==> src/rtl/adder_byte_loader.sv <==
// -----------------------------------------------------------------------------
// adder_byte_loader
//
// Operand-loading stage that sits in front of a 32-bit combinational adder.
// Two 32-bit operands arrive as eight bytes over a narrow valid/ready port.
// They are assembled into registered A/B buses that drive the adder. After a
// programmable settle window the adder's 33-bit SUM is captured. The result
// is then offered on a valid/ready output.
//
// Byte order: bytes 0..3 fill A and bytes 4..7 fill B, each little-endian.
//
// Parameters
//   SETTLE_CYCLES : cycles from the 8th accepted byte to SUM capture (1..15).
//                   The adder is a SETTLE_CYCLES multicycle path.
//
// Ports
//   clk        in   1   clock, all state on rising edge
//   rst        in   1   asynchronous active-high reset
//   in_data    in   8   operand byte
//   in_valid   in   1   in_data valid
//   in_ready   out  1   byte accepted this cycle (only while loading)
//   out_a      out  32  registered operand A to adder
//   out_b      out  32  registered operand B to adder
//   sum_in     in   33  adder SUM return (carry in bit 32)
//   res_data   out  33  captured sum
//   res_valid  out  1   res_data valid
//   res_ready  in   1   consumer takes result
// -----------------------------------------------------------------------------
module adder_byte_loader #(
    parameter int unsigned SETTLE_CYCLES = 1
) (
    input  logic        clk,
    input  logic        rst,
    input  logic [7:0]  in_data,
    input  logic        in_valid,
    output logic        in_ready,
    output logic [31:0] out_a,
    output logic [31:0] out_b,
    input  logic [32:0] sum_in,
    output logic [32:0] res_data,
    output logic        res_valid,
    input  logic        res_ready
);

    // Catch an out-of-range settle window at elaboration time rather than
    // letting the 4-bit counter silently wrap.
    if (SETTLE_CYCLES < 1 || SETTLE_CYCLES > 15) begin : g_bad_settle
        $error("adder_byte_loader: SETTLE_CYCLES must be in 1..15");
    end

    typedef enum logic [1:0] {
        LOAD   = 2'd0,
        SETTLE = 2'd1,
        DONE   = 2'd2
    } state_e;

    // Last value of the settle counter; capture happens on the edge where the
    // counter holds this value.
    localparam logic [3:0] SETTLE_LAST = 4'(SETTLE_CYCLES - 1);

    state_e      state_q;
    logic [2:0]  byte_cnt_q;
    logic [3:0]  settle_cnt_q;
    logic [31:0] a_q;
    logic [31:0] b_q;
    logic [32:0] res_q;
    logic        res_valid_q;

    // Bit offset of the byte lane addressed by the low two count bits.
    logic [4:0]  lane_lsb;

    assign lane_lsb  = {byte_cnt_q[1:0], 3'b000};

    // in_ready is a pure decode of the state register, so it can never be
    // high in the same cycle as res_valid (which is only set in DONE).
    assign in_ready  = (state_q == LOAD);
    assign out_a     = a_q;
    assign out_b     = b_q;
    assign res_data  = res_q;
    assign res_valid = res_valid_q;

    // NOTE: all state, including the wide operand and result registers, is
    // reset here because the outputs have defined reset values and a partial
    // load must leave no residue; every assignment is non-blocking so all
    // registers update together from pre-edge values.
    always_ff @(posedge clk or posedge rst) begin
        if (rst) begin
            state_q      <= LOAD;
            byte_cnt_q   <= 3'd0;
            settle_cnt_q <= 4'd0;
            a_q          <= 32'd0;
            b_q          <= 32'd0;
            res_q        <= 33'd0;
            res_valid_q  <= 1'b0;
        end else begin
            case (state_q)
                LOAD: begin
                    if (in_valid) begin
                        // Bit 2 of the count selects the operand; the low
                        // bits select the byte lane. Other lanes hold.
                        if (!byte_cnt_q[2]) begin
                            a_q[lane_lsb +: 8] <= in_data;
                        end else begin
                            b_q[lane_lsb +: 8] <= in_data;
                        end
                        byte_cnt_q <= byte_cnt_q + 3'd1;
                        if (byte_cnt_q == 3'd7) begin
                            byte_cnt_q   <= 3'd0;
                            settle_cnt_q <= 4'd0;
                            state_q      <= SETTLE;
                        end
                    end
                end

                SETTLE: begin
                    // Operands are frozen; the adder resolves across
                    // SETTLE_CYCLES full cycles before sum_in is sampled.
                    if (settle_cnt_q == SETTLE_LAST) begin
                        res_q        <= sum_in;
                        res_valid_q  <= 1'b1;
                        settle_cnt_q <= 4'd0;
                        state_q      <= DONE;
                    end else begin
                        settle_cnt_q <= settle_cnt_q + 4'd1;
                    end
                end

                DONE: begin
                    // res_valid is always high here, so res_ready alone
                    // completes the handshake.
                    if (res_ready) begin
                        res_valid_q <= 1'b0;
                        state_q     <= LOAD;
                    end
                end

                default: begin
                    state_q <= LOAD;
                end
            endcase
        end
    end

endmodule
==> config.mk <==
export PLATFORM = sky130hd
export DESIGN_NAME = adder_byte_loader
export DESIGN_NICKNAME = d
export VERILOG_FILES = /design/src/rtl/adder_byte_loader.sv
export SDC_FILE = /design/constraint.sdc
export NUM_CORES = 1
export LEC_CHECK = 0
export BUFFER_PORTS_ARGS = -buffer_cell sky130_fd_sc_hd__buf_2
export CAP_MARGIN = 30
export CORE_UTILIZATION = 51
export CTS_CLUSTER_DIAMETER = 80
export DETAILED_ROUTE_END_ITERATION = 6
export PLACE_DENSITY_LB_ADDON = 0.25
export SKIP_CTS_REPAIR_TIMING = 1
export SLEW_MARGIN = 20
export SYNTH_ARGS = -nofsm -noshare
export SYNTH_HDL_FRONTEND = slang
export SYNTH_SLANG_ARGS = --single-unit
==> constraint.sdc <==
create_clock -name clk -period 3.6 [get_ports clk]
set_input_delay 0.36 -clock clk [delete_from_list [all_inputs] [get_ports clk]]
set_output_delay 0.36 -clock clk [all_outputs]
set_load 0.05 [all_outputs]
==> results_dict.tcl <==
set metrics [dict create \
    path_max_fanout 34 \
    post_synth.cell_area_avg_um2 14.9 \
    worst_pin_slew_ps 691 \
    syn_inst 305 \
    drtIter0Drc 102 \
    drc 0 \
    rsz0062_at_grt "false" \
    clock-sinks 107 \
    drive_above_1_share_pct 58.5 \
    r2r-end "res_data[4]$_DFFE_PP0P_" \
    antenna_left 0 \
    synth_xor_area_share_pct 0 \
    design.die.area_um2 9300 \
    final_hold_viol_count 0 \
    stdcell_area_um2 5570 \
    worstHoldPathType "input pin to async pin" \
    intPower_w 0.00275 \
    grt.total_usage_pct 22.2 \
    grt_max_degree 54 \
    initial_core_util_pct 52.4 \
    vdd_drop_max_v 0.000593 \
    r2r-start "settle_cnt_q[0]$_DFFE_PP0P_" \
    grt_most_used_layer "met2" \
    placed_cell_area_um2 5370 \
    power_w 0.00551 \
    clk_pin_slew_ps 100 \
    synth-compound-area-share_pct 1.95 \
    fmax_ghz 0.470 \
    ys_ff_latch 107 \
    clock_skew_ps 12.2 \
    netSwitchingPower_w 0.00276 \
    critPathKind "flip-flop to flip-flop" \
    vias_per_cell 5.29 \
    relSlewSlack_pct 54.0 \
    synth_cell_type_count 34 \
    grtUsageMet3_pct 6.89 \
    p_seq_share_pct 34.3 \
    cp-end-kind "flip-flop" \
    synthAdderAreaFrac_pct 2.20 \
    sw_frac_of_total_pct 50.1 \
    outcome "finished, final reports clean" \
    grt_pass1_wl_um 15000 \
    worstRegToRegCells 5 \
    htreeDepth 3 \
    yosysWarnings 0 \
    utilization_pct 64.1 \
    setup_tns_ps 0 \
    required_ps 3850 \
    reg2reg_slack_ps 1470 \
    die_h_um 96.4 \
    drv_cap 0 \
    use_met1_pct 27.5 \
    wirelength_um 9950 \
    first_pass_iters 6 \
    pin_count 144 \
    power_density_nw_per_um2 990 \
    vias 2992 \
    syn_to_final_growth_pct 22.4 \
    synth_area_um2 4550 \
    final_max_slew_viol_count 0 \
    clock_path_buffers 2 \
    syn_nets 358 \
    grt-ovfl-total 0 \
    p_leak_nw 2.98 \
    root_buffer "clkbuf_8" \
    portBuffers 143 \
    yosys.area_share.simple_pct 10.9 \
    finalNetCount 506 \
    clkPwrFrac_pct 13.0 \
    gp_congestion 0.849 \
    combPwrFrac_pct 52.7 \
    cts_made_buffers 9 \
    finalSetupViolCount 0 \
    detail_route.wl_per_cell_um 17.6 \
    insertion_delay_ps 360 \
    met2_usage_pct 37.5 \
    startpoint_type "flip-flop" \
    die_w_um 96.4 \
    cp.arrival_ps 2380 \
    synth_seq_area_share_pct 58.9 \
    num_rows 34 \
    muxShareOfSynthArea_pct 24.5 \
    place_hpwl_um 7230 \
    synth_top_family_by_area "multiplexers" \
    min_period_ps 2130 \
    first_global_vias 3048 \
    min_period_over_period_pct 59.2 \
    grt_antenna_before_repair 0 \
    tritoncts "yes" \
    n_antenna_cell 0 \
    coreArea_um2 8680 \
]
how the worst max path moves through the flow:
| stage | start | end | depth (start not counted) |
|---|---|---|---|
| 6_report | settle_cnt_q[0]$_DFFE_PP0P_ | res_data[4]$_DFFE_PP0P_ | 5 |
| 5_1_grt | state_q[0]$_DFFE_PP0P_ | res_data[4]$_DFFE_PP0P_ | 2 |
| 4_1_cts | settle_cnt_q[0]$_DFFE_PP0P_ | res_data[4]$_DFFE_PP0P_ | 5 |
| 3_5_place_dp | settle_cnt_q[0]$_DFFE_PP0P_ | res_data[4]$_DFFE_PP0P_ | 5 |
| 3_3_place_gp | state_q[0]$_DFFE_PP0P_ | res_data[3]$_DFFE_PP0P_ | 2 |
| 2_1_floorplan | rst | byte_cnt_q[0]$_DFFE_PP0P_ | 1 |
flip-flops by register name, indices dropped and copies added, names as in the netlist:
register	flops
byte_cnt_q	3
res_data	33
state_q	2
settle_cnt_q	4
res_valid	1
out_b	32
out_a	32
power by group through the flow:
| stage | clock network [W] | registers, W | logic (W) |
|---|---|---|---|
| final | 0.000719 | 0.00189 | 0.00290 |
| after global routing | 0.000783 | 0.00195 | 0.00306 |
| after CTS | 0.000742 | 0.00189 | 0.00293 |
| after detailed placement | 0 | 0.00191 | 0.00292 |
| after global placement | 0 | 0.00188 | 0.00287 |
| after floorplan | 0 | 0.00335 | 0.000798 |
worst max-delay path, cell delays in order, from the launching register on:
cell	delay, ps
dfrtp_1	420
inv_1	100
ha_1	190
nor2b_1	270
nand4_4	520
mux2_1	520
Yosys cell counts, drive strengths merged:
master  instances  area, µm²
dfrtp         107       2680
nand3           3       15.0
buf             8       46.3
and4bb          2       25.0
a22o            3       26.3
a32o            1       10.0
mux2           99       1110
inv             7       26.3
ha              8        100
nor2b           1       6.26
nor3b           4       57.6
o22a            1       8.76
and2b           1       7.51
a21o            1       7.51
nand3b          5       57.6
nand2           3       11.3
nor2            5       18.8
or3b            2       17.5
o21ai           2       10.0
nor4b           2       30.0
and4b           2       20.0
nand4           1       21.3
a21boi          1       7.51
a21oi           1       5.00
o22ai           1       6.26
and2           32        200
o31ai           1       7.51
and3            1       6.26
kinds of logic after synthesis:
group                    count (synthesis)
multiplexers                            99
buffers and inverters                   15
flip-flops                             107
AO/OA/AOI/OAI                           12
adder cells (fa/ha/maj)                  8
AND/OR/NAND/NOR                         64
placed cells by master, fill, tap and decap left out, drive strengths merged:
cell type  count
and2          32
nand4          1
o22a           1
o21ai          2
nor3b          4
a21boi         1
nor2b          1
a21oi          1
ha             8
nand2          3
and3           1
clkinv         2
or3b           2
a22o           3
buf          145
and4bb         2
dfrtp        107
nor2           5
a21o           1
nor4b          2
nand3b         5
and4b          2
a32o           1
o22ai          1
nand3          3
mux2          99
clkbuf        11
inv           10
o31ai          1
and2b          1
cell type report:
class                           count  area [µm²]
Clock buffer                       11         151
Clock inverter                      5        43.8
Fill cell                         703        3110
Inverter                            7        28.8
Multi-Input combinational cell    183        1800
Sequential cell                   107        2680
Tap cell                          108         135
Timing Repair Buffer              145         731
through the flow:
| step | setup WS [ps] | hold slack (ps) | cells |
|---|---|---|---|
| after floorplan | 423 | 446 | 305 |
| after global placement | 1570 | 463 | 550 |
| after detailed placement | 1500 | 474 | 550 |
| after CTS | 1440 | 106 | 566 |
| after global routing | 1300 | 151 | 566 |
| final | 1470 | 99.4 | 566 |
routing by layer:
metal  share of wire, %  wire [µm]
met1                 42       4150
met2                 50       4950
met3                7.5        745
met4               0.99         98
met5                  0          0
No activity file was read; power rests on OpenSTA's default activity.
